**src/rtl/ajc_nbit_seq_logic_shift_unit_v_if.sv**
```systemverilog
// ---------------------------------------------------------------------------
// ajc_nbit_seq_logic_shift_unit_v_if
// Request/response bundle for the logic/shift unit.
//   master : drives start, func_sel, operand_x, operand_y, const_k;
//            observes busy, done, logic_result, logic_cnvz
//   slave  : the unit itself (mirror of master)
// ---------------------------------------------------------------------------
interface ajc_nbit_seq_logic_shift_unit_v_if #(
    parameter int WIDTH = 8,
    parameter int K_W   = 3
) ();
    logic             start;
    logic [2:0]       func_sel;
    logic [WIDTH-1:0] operand_x;
    logic [WIDTH-1:0] operand_y;
    logic [K_W-1:0]   const_k;
    logic             busy;
    logic             done;
    logic [WIDTH-1:0] logic_result;
    logic [3:0]       logic_cnvz;

    modport master (
        output start, func_sel, operand_x, operand_y, const_k,
        input  busy, done, logic_result, logic_cnvz
    );

    modport slave (
        input  start, func_sel, operand_x, operand_y, const_k,
        output busy, done, logic_result, logic_cnvz
    );
endinterface

```
**src/rtl/ajc_nbit_seq_logic_shift_unit_v.sv**
```systemverilog
// ---------------------------------------------------------------------------
// ajc_nbit_seq_logic_shift_unit_v
// Registered logic/shift unit for the datapath ALU. XOR/AND/OR/PASS finish in
// one clock; SHL/SHR/ASR/ROL by const_k advance one bit per clock.
//   clk  : rising-edge clock
//   rst  : asynchronous, active-high reset
//   bus  : slave side of the request/response interface
//          func_sel 000 XOR, 001 AND, 010 OR, 011 PASS X,
//                   100 SHL, 101 SHR, 110 ASR, 111 ROL
//          logic_cnvz = {C, N, V, Z}
// Result and flags are written on the edge that enters DONE, so they are
// already valid while done is high and are held until the next DONE.
// ---------------------------------------------------------------------------
module ajc_nbit_seq_logic_shift_unit_v #(
    parameter int WIDTH = 8,
    parameter int K_W   = 3
) (
    input  logic                               clk,
    input  logic                               rst,
    ajc_nbit_seq_logic_shift_unit_v_if.slave   bus
);

    typedef enum logic [1:0] {
        IDLE  = 2'd0,
        SHIFT = 2'd1,
        DONE  = 2'd2
    } state_t;

    localparam logic [2:0] OP_SHL = 3'b100;

    state_t           state_q, state_d;
    logic [2:0]       op_q, op_d;
    logic             x_msb_q, x_msb_d;
    logic [WIDTH-1:0] acc_q, acc_d;
    logic [K_W-1:0]   cnt_q, cnt_d;
    logic             c_q, c_d;
    logic             load_result;
    logic [WIDTH-1:0] logic_val;
    logic [WIDTH-1:0] result_q;
    logic [3:0]       cnvz_q;
    logic             v_flag;

    // One-cycle operations; shift codes with K=0 fall through to PASS X.
    always_comb begin
        logic_val = bus.operand_x;
        case (bus.func_sel)
            3'b000:  logic_val = bus.operand_x ^ bus.operand_y;
            3'b001:  logic_val = bus.operand_x & bus.operand_y;
            3'b010:  logic_val = bus.operand_x | bus.operand_y;
            default: logic_val = bus.operand_x;
        endcase
    end

    // Next-state and datapath update. Operands are captured only in IDLE,
    // so anything driven on the bus during SHIFT is ignored.
    always_comb begin
        state_d     = state_q;
        op_d        = op_q;
        x_msb_d     = x_msb_q;
        acc_d       = acc_q;
        cnt_d       = cnt_q;
        c_d         = c_q;
        load_result = 1'b0;
        case (state_q)
            IDLE: begin
                if (bus.start) begin
                    op_d    = bus.func_sel;
                    x_msb_d = bus.operand_x[WIDTH-1];
                    c_d     = 1'b0;
                    if (!bus.func_sel[2] || bus.const_k == '0) begin
                        acc_d       = logic_val;
                        state_d     = DONE;
                        load_result = 1'b1;
                    end else begin
                        acc_d   = bus.operand_x;
                        cnt_d   = bus.const_k;
                        state_d = SHIFT;
                    end
                end
            end
            SHIFT: begin
                case (op_q[1:0])
                    2'b00: {c_d, acc_d} = {acc_q, 1'b0};
                    2'b01: {acc_d, c_d} = {1'b0, acc_q};
                    2'b10: {acc_d, c_d} = {acc_q[WIDTH-1], acc_q};
                    default: begin
                        acc_d = {acc_q[WIDTH-2:0], acc_q[WIDTH-1]};
                        c_d   = acc_q[WIDTH-1];
                    end
                endcase
                cnt_d = cnt_q - K_W'(1);
                if (cnt_q == K_W'(1)) begin
                    state_d     = DONE;
                    load_result = 1'b1;
                end
            end
            DONE: begin
                state_d = IDLE;
            end
            default: begin
                state_d = IDLE;
            end
        endcase
    end

    // Overflow is only meaningful for a left shift that flipped the sign.
    assign v_flag = (op_d == OP_SHL) && (acc_d[WIDTH-1] != x_msb_d);

    // State register.
    always_ff @(posedge clk or posedge rst) begin
        if (rst) begin
            state_q <= IDLE;
        end else begin
            state_q <= state_d;
        end
    end

    // Working registers plus the held result/flags.
    always_ff @(posedge clk or posedge rst) begin
        if (rst) begin
            op_q     <= '0;
            x_msb_q  <= 1'b0;
            acc_q    <= '0;
            cnt_q    <= '0;
            c_q      <= 1'b0;
            result_q <= '0;
            cnvz_q   <= 4'b0000;
        end else begin
            op_q    <= op_d;
            x_msb_q <= x_msb_d;
            acc_q   <= acc_d;
            cnt_q   <= cnt_d;
            c_q     <= c_d;
            if (load_result) begin
                result_q <= acc_d;
                cnvz_q   <= {c_d, acc_d[WIDTH-1], v_flag, (acc_d == '0)};
            end
        end
    end

    assign bus.busy         = (state_q != IDLE);
    assign bus.done         = (state_q == DONE);
    assign bus.logic_result = result_q;
    assign bus.logic_cnvz   = cnvz_q;

endmodule
```
**src/flat_wrapper.sv**
```systemverilog
// flat-port wrapper written by rule: the top's interface ports become plain ports
module ajc_nbit_seq_logic_shift_unit_v_flat 
#(
    parameter int WIDTH = 8,
    parameter int K_W   = 3
)
  (clk, rst, bus_start, bus_func_sel, bus_operand_x, bus_operand_y, bus_const_k, bus_busy, bus_done, bus_logic_result, bus_logic_cnvz);
  ajc_nbit_seq_logic_shift_unit_v_if #(.WIDTH(WIDTH), .K_W(K_W)) bus_i ();
  input  logic clk;
  input  logic rst;
  input wire logic [$bits(bus_i.start)-1:0] bus_start;
  input wire logic [$bits(bus_i.func_sel)-1:0] bus_func_sel;
  input wire logic [$bits(bus_i.operand_x)-1:0] bus_operand_x;
  input wire logic [$bits(bus_i.operand_y)-1:0] bus_operand_y;
  input wire logic [$bits(bus_i.const_k)-1:0] bus_const_k;
  output wire logic [$bits(bus_i.busy)-1:0] bus_busy;
  output wire logic [$bits(bus_i.done)-1:0] bus_done;
  output wire logic [$bits(bus_i.logic_result)-1:0] bus_logic_result;
  output wire logic [$bits(bus_i.logic_cnvz)-1:0] bus_logic_cnvz;
  assign bus_i.start = bus_start;
  assign bus_i.func_sel = bus_func_sel;
  assign bus_i.operand_x = bus_operand_x;
  assign bus_i.operand_y = bus_operand_y;
  assign bus_i.const_k = bus_const_k;
  assign bus_busy = bus_i.busy;
  assign bus_done = bus_i.done;
  assign bus_logic_result = bus_i.logic_result;
  assign bus_logic_cnvz = bus_i.logic_cnvz;
  ajc_nbit_seq_logic_shift_unit_v #(.WIDTH(WIDTH), .K_W(K_W)) u_core (.clk(clk), .rst(rst), .bus(bus_i));
endmodule
```
**config.mk**
```make
export PLATFORM = sky130hd
export DESIGN_NAME = ajc_nbit_seq_logic_shift_unit_v_flat
export DESIGN_NICKNAME = d
export VERILOG_FILES = /design/src/rtl/ajc_nbit_seq_logic_shift_unit_v_if.sv /design/src/rtl/ajc_nbit_seq_logic_shift_unit_v.sv /design/src/flat_wrapper.sv
export SDC_FILE = /design/constraint.sdc
export NUM_CORES = 1
export LEC_CHECK = 0
export BUFFER_PORTS_ARGS = -buffer_cell sky130_fd_sc_hd__buf_2
export CORE_MARGIN = 2
export CORE_UTILIZATION = 45
export DETAILED_ROUTE_END_ITERATION = 10
export PLACE_DENSITY = 0.71
export SKIP_LAST_GASP = 1
export SLEW_MARGIN = 20
export SYNTH_ARGS = -nofsm -noshare
export SYNTH_HDL_FRONTEND = slang
export SYNTH_SLANG_ARGS = --single-unit
```
**constraint.sdc**
```tcl
create_clock -name clk -period 5.4 [get_ports clk]
set_input_delay 0.54 -clock clk [delete_from_list [all_inputs] [get_ports clk]]
set_output_delay 0.54 -clock clk [all_outputs]
set_load 0.005 [all_outputs]
```
==> impl_metrics.csv, run 1 <==
group,metric,value,unit
sta,hold_violations,0,
power,p_switching,439,uW
sta,timing.hold.ws,0.339,ns
final_layout,fill_cells,406,
logic_synthesis,syn_area,1990,sq um
floorplanning,ioPinCount,39,
logic_synthesis,synth.top_cell.area_share,0.364,
final_layout,regArea,726,sq um
power,swShare,0.406,
critical_path,path_max_fanout,4,
place,place_hpwl,3.06,mm
logic_synthesis,seq_area_frac_synth,0.364,
route,wl,4.03,mm
critical_path,cp.required,5.56,ns
final_layout,fin_cells,289,
critical_path,path_class,"input pin to flop",
sta,fin_crit,2.26,ns
logic_synthesis,ys.flop_type,"dfrtp_1",
logic_synthesis,synth_seq_cells,29,
final_layout,n_antenna_cell,0,
route,wl_per_cell,14.0,um
route,detail-route-antenna-nets,0,
floorplanning,rows,24,
critical_path,r2r_slack,3.29,ns
sta,period_share,0.419,
cts,cts_resized,0,
route,vias_per_cell,5.46,
global_route,grtUsageTotal,0.179,
flow_run,drv_cap,0,
power,p_leak,0.00116,uW
floorplanning,die_h,70.6,um
cts,post_cts_buffers,0,
logic_synthesis,syn_avg_cell_area,9.92,sq um
logic_synthesis,synth_common_cells,"29 x dfrtp_1, 28 x inv_1, 22 x ha_1, 16 x nor2_1, 11 x nand2_1",
power,vdd_drop_max,0.000241,V
route,vias,1578,
cts,root_buffer,"clkbuf_8",
logic_synthesis,syn_inst,201,
sta,setup_viol,0,
global_route,grt_pass1_vias,1498,
route,drc,0,
place,dp_cells,282,
cts,clockBufferDepth,2,
floorplanning,start_util,0.461,
place,numPortBuffers,38,
floorplanning,core_area,4320,sq um
power,p_clk_frac,0.163,
cts,hold_buffers,0,
power,p_comb_frac,0.470,
cts,clock_latency,0.27,ns
cts,clock-sinks,29,
sta,fin_setup_tns,0,ns
global_route,grt_pass1_wl,7.13,mm
hold_path,hold_path_class,"input pin to asynchronous set/reset pin",
critical_path,crit_path_start_kind,"input pin",
sta,drv_slew,0,
logic_synthesis,yosysWarnings,0,
sta,worstMarginPinSlew,0.602,ns
power,p_int,641,uW
cts,cts_tree,"done",
global_route,antenna_found_initial,0,
route,first_pass_iters,4,
place,gp_congestion,0.798,
final_layout,fin_nets,284,
cts,clkSlewWorstSetupHoldPaths,0.06,ns
sta,fmax,442,MHz
cts,cts-htree-levels,2,
sta,clock-skew-final,0.00216,ns
critical_path,rr_worst_depth,8,
logic_synthesis,yosys-top-cells-area,"dfrtp_1 36%, ha_1 14%, mux2_2 5.6%",
global_route,grt_start_max_net_pins,30,
logic_synthesis,synth_edf_count,0,
power,power_density,474,nW/um^2
status,status,"finished, final reports clean",
logic_synthesis,synth_nets,248,
sta,slew_headroom,0.598,
logic_synthesis,synth_largest_area_cell,"dfrtp_1",
route,drt_iter0_markers,48,
logic_synthesis,yosysMostFrequentCell,"dfrtp_1",
logic_synthesis,ys_async_sr_fraction,1.00,
global_route,grt_overflow,0,
cts,cts_buffers,5,
floorplanning,die_w,70.6,um
final_layout,drive_gt1_frac,0.300,
final_layout,multi_input_area,1100,sq um
critical_path,worst_ep_arrival_time,2.42,ns
critical_path,cp-end-kind,"flop",
floorplanning,dieArea,4980,sq um
final_layout,syn2layout_area_growth,14.3,%
logic_synthesis,synth_cell_type_count,42,
sta,rsz0062_at_grt,"false",
power,seqPwrFrac,0.367,
-- final cells by class --
| type | count | share of cell area |
|---|---|---|
| Clock buffer | 7 | 0.0379 |
| Inverter | 29 | 0.0478 |
| Timing Repair Buffer | 38 | 0.0835 |
| Sequential cell | 29 | 0.319 |
| Multi-Input combinational cell | 134 | 0.484 |
| Tap cell | 52 | 0.0286 |
-- cells by family (layout without fill, tap and decap cells) --
| kind of cell | count (synthesis) | count (layout) | share of synthesized area |
|---|---|---|---|
| AO/OA/AOI/OAI | 51 | 51 | 0.212 |
| XOR/XNOR | 1 | 1 | 0.00440 |
| adder cells (fa/ha/maj) | 22 | 22 | 0.138 |
| buffers and inverters | 38 | 74 | 0.0829 |
| flip-flops | 29 | 29 | 0.364 |
| multiplexers | 16 | 16 | 0.0866 |
| AND/OR/NAND/NOR | 44 | 44 | 0.112 |
-- registers in the layout, summed over array words and instances (netlist names) --
signal and cells:
u_core.acc_q 8, u_core.bus.logic_cnvz 4, u_core.bus.logic_result 7, u_core.c_q 1
u_core.cnt_q 3, u_core.op_q 3, u_core.state_q 2, u_core.x_msb_q 1
-- cells in the final DEF, fill, tap and decap left out, drive strengths merged, types with 2 or more instances in the layout --
cell / synthesis / final
a211oi: 3 / 3
a21oi: 5 / 5
a221oi: 12 / 12
a22oi: 3 / 3
a32o: 2 / 2
and2: 2 / 2
buf: 6 / 38
clkbuf: 3 / 7
dfrtp: 29 / 29
ha: 22 / 22
inv: 29 / 29
mux2: 10 / 10
mux2i: 6 / 6
nand2: 11 / 11
nand2b: 2 / 2
nor2: 16 / 16
nor2b: 3 / 3
nor3: 7 / 7
o211ai: 2 / 2
o21ai: 8 / 8
o22ai: 7 / 7
o31ai: 2 / 2
-- path summary, 6_finish.rpt --
check | to | startpoint
worst max-delay path | u_core.bus.logic_cnvz[1]$_DFFE_PP0P_ | bus_operand_x[7]
worst min register to register | u_core.op_q[2]$_DFF_PP0_ | u_core.op_q[2]$_DFF_PP0_
max in group asynchronous | u_core.acc_q[2]$_DFF_PP0_ | rst
min in group clk | u_core.op_q[2]$_DFF_PP0_ | u_core.op_q[2]$_DFF_PP0_
worst min-delay path | u_core.cnt_q[1]$_DFFE_PP0P_ | rst
worst max register to register | u_core.bus.logic_cnvz[0]$_DFFE_PP0P_ | u_core.op_q[0]$_DFF_PP0_
-- power by group through the flow --
| stage | clock network (uW) | registers, uW | logic (uW) |
|---|---|---|---|
| floorplan | 0 | 385 | 380 |
| global placement | 0 | 394 | 502 |
| detailed placement | 0 | 398 | 512 |
| CTS | 181 | 395 | 514 |
| global route | 194 | 411 | 579 |
| finish | 176 | 397 | 508 |
-- worst max-delay path, stage by stage --
cell and delay (ns):
buf_2 0.11, inv_1 0.10, ha_1 0.23, nor2b_1 0.13
a2111oi_0 0.45, a221oi_1 0.11, o221a_2 0.33, xor2_1 0.17
a32o_1 0.25
-- through the flow --
step / setup WS (ns) / cell area [sq um] / total power (uW) / utilization
2_1_floorplan: 3.22 / 1990 / 765 / -
3_3_place_gp: 2.99 / 2190 / 896 / 0.507
3_5_place_dp: 2.86 / 2190 / 910 / 0.507
4_1_cts: 3.13 / 2280 / 1090 / 0.527
5_1_grt: 2.96 / 2280 / 1180 / 0.527
6_report: 3.14 / 2280 / 1080 / 0.527
-- routing by layer --
metal / GRT usage / share of wire / up-vias
li1: - / - / 788
met1: 0.260 / 0.50 / 751
met2: 0.275 / 0.45 / 37
met3: 0.0442 / 0.046 / 2
met4: 0.0377 / 0.0020 / 0
met5: 0 / 0 / -
Power figures use the tool's default switching activity.
==> run 2, diff against run 1 <==
--- a/config.mk
+++ b/config.mk
@@ -9,7 +9,7 @@
 export CORE_MARGIN = 2
 export CORE_UTILIZATION = 45
 export DETAILED_ROUTE_END_ITERATION = 10
-export PLACE_DENSITY = 0.71
+export PLACE_DENSITY = 0.74
 export SKIP_LAST_GASP = 1
 export SLEW_MARGIN = 20
 export SYNTH_ARGS = -nofsm -noshare
==> constraint.sdc (replaced) <==
create_clock -name clk -period 2 [get_ports clk]
set_input_delay 0.2 -clock clk [delete_from_list [all_inputs] [get_ports clk]]
set_output_delay 0.2 -clock clk [all_outputs]
set_load 0.005 [all_outputs]
==> run 2 against run 1 <==
Clock power rose to 3.6 times the previous value. Power rose to 3.1 times the previous value. First-iteration DRC count grew 42%. Routed wire length increased by 5.2%. Cell count increased by 4.8%. Critical path depth stayed put. Critical endpoint is now u_core.bus.logic_cnvz[0]$_DFFE_PP0P_.
==> impl_metrics.csv, run 2 (synthesis gave the netlist of run 1 again) <==
group,metric,value,unit
final_layout,top_register,"u_core.acc_q",
global_route,grt_pass1_vias,1598,
final_layout,fin_cells,303,
sta,rsz0062_at_grt,"false",
final_layout,drive_gt1_frac,0.359,
critical_path,path_common_cell,"nor2_1",
floorplanning,die_h,70.6,um
route,drc,0,
place,pre_cts_ws,-0.0787,ns
power,p_leak,0.00125,uW
final_layout,regArea,726,sq um
floorplanning,dieArea,4980,sq um
sta,period_share,0.961,
sta,drv_slew,0,
route,drt_iter0_markers,68,
sta,fmax,521,MHz
floorplanning,ioPinCount,39,
critical_path,critPathMaxStageDelay,0.38,ns
global_route,grt_pass1_wl,7.31,mm
critical_path,path_class,"flop to flop",
global_route,grtUsageTotal,0.184,
route,wl,4.24,mm
global_route,grt_start_max_net_pins,30,
final_layout,multi_input_area,1140,sq um
global_route,grt_overflow,0,
global_route,antenna_found_initial,0,
route,vias_per_cell,5.27,
status,status,"finished, final reports clean",
cts,cts-htree-levels,2,
final_layout,syn2layout_area_growth,22.7,%
critical_path,worst_ep_arrival_time,2.14,ns
place,numPortBuffers,38,
sta,worstMarginPinSlew,0.442,ns
floorplanning,core_area,4320,sq um
cts,root_buffer,"clkbuf_8",
power,power_density,1350,nW/um^2
floorplanning,start_util,0.461,
sta,timing.hold.ws,0.235,ns
critical_path,crit_path_top_delay_cell,"dfrtp_1",
cts,cts_tree,"done",
final_layout,fill_cells,402,
critical_path,path_max_fanout,7,
final_layout,final_cell_mix,"38 x buf_2, 29 x dfrtp_1, 28 x inv_1",
final_layout,final_common_cell,"buf_2",
sta,fin_crit,1.92,ns
floorplanning,die_w,70.6,um
sta,setup_ws,0.0790,ns
hold_path,hold_path_class,"input pin to flop",
critical_path,crit_path_start_kind,"flop",
route,vias,1598,
critical_path,cp.required,2.22,ns
final_layout,fin_nets,297,
sta,fin_setup_tns,0,ns
critical_path,cp-end-kind,"flop",
final_layout,largest_register_ffs,8,
power,p_total,3300,uW
route,wl_per_cell,14.0,um
route,first_pass_iters,4,
power,vdd_drop_max,0.000815,V
flow_run,drv_cap,0,
cts,clockBufferDepth,2,
cts,clock-sinks,29,
sta,setup_viol,0,
critical_path,crit_chain,"inv_1 -> ha_1 -> nor2_1 -> nor2_1 -> buf_4 -> a221oi_1 -> nor3_2 -> nor3_1 -> a32o_2",
critical_path,path_buf_inv,2,
final_layout,n_antenna_cell,0,
cts,clkSlewWorstSetupHoldPaths,0.07,ns
place,place_hpwl,3.31,mm
sta,slew_headroom,0.698,
cts,clock_latency,0.28,ns
sta,clock-skew-final,0.00501,ns
place,gp_congestion,0.860,
place,dp_cells,294,
sta,hold_violations,0,
critical_path,cp_top_family,"compound AO/OA/AOI/OAI gates",
cts,cts_buffers,5,
route,detail-route-antenna-nets,0,
floorplanning,rows,24,
[run 2: changes by cell type in the layout (fill, tap and decap cells not counted)]
cell / previous run / this run
or2_1: 1 / 0
clkinvlp_4: 0 / 1
inv_1: 27 / 28
clkbuf_1: 1 / 0
inv_2: 2 / 1
a221oi_1: 9 / 4
dlygate4sd3_1: 0 / 1
buf_4: 0 / 12
a221oi_2: 3 / 8
bufinv_16: 0 / 1
or2_4: 0 / 1
[run 2: stage by stage]
| step | utilization | cell area (sq um) |
|---|---|---|
| final | 0.566 | 2450 |
| after global routing | 0.566 | 2450 |
| after CTS | 0.558 | 2410 |
| after detailed placement | 0.528 | 2280 |
| after global placement | 0.528 | 2280 |
| after floorplan | - | 1990 |
[run 2: timing repair]
item | CTS | global route
endpoints found under the setup margin | 0 | 1
endpoints found under the hold margin | 29 | 0
hold buffers | 1 | 0
resized for setup | 0 | 6
buffers inserted | 0 | 0
[run 2: path summary, 6_finish.rpt]
path,slack (ns),end,cells past startpoint,from
setup / recovery,0.08,u_core.bus.logic_cnvz[0]$_DFFE_PP0P_,9,u_core.op_q[0]$_DFF_PP0_
hold / removal,0.24,u_core.cnt_q[0]$_DFFE_PP0P_,3,bus_const_k[0]
setup reg to reg,0.08,u_core.bus.logic_cnvz[0]$_DFFE_PP0P_,9,u_core.op_q[0]$_DFF_PP0_
hold reg to reg,0.51,u_core.bus.logic_result[0]$_DFFE_PP0P_,1,u_core.bus.logic_result[0]$_DFFE_PP0P_
max in group asynchronous,1.20,u_core.acc_q[1]$_DFF_PP0_,4,rst
min in group asynchronous,0.53,u_core.bus.logic_result[4]$_DFFE_PP0P_,4,rst
[run 2: worst min-delay path, stage by stage]
cell and delay, ns:
buf_2 0.12, nand2_1 0.06, a31oi_1 0.09
[run 2: area by class of cell]
type / instances / area share
multi-input cells: 134 / 0.464
inverters: 29 / 0.0445
clock inverters: 2 / 0.0153
flip-flops and latches: 29 / 0.297
repair buffers: 51 / 0.119
clock buffers: 6 / 0.0338
well taps: 52 / 0.0266
[run 2: per-layer routing]
layer  track usage  vias up  routed length (um)
met1         0.247      739                1950
met2         0.298       42                2060
met3        0.0427        4                 188
met5             0        -                   0
li1              -      813                   -
met4        0.0566        0                  42
[run 2: power by group]
part | switching (uW) | internal (uW) | total (uW)
Combinational | 859 | 733 | 1590
Sequential | 206 | 871 | 1080
Clock | 225 | 405 | 630
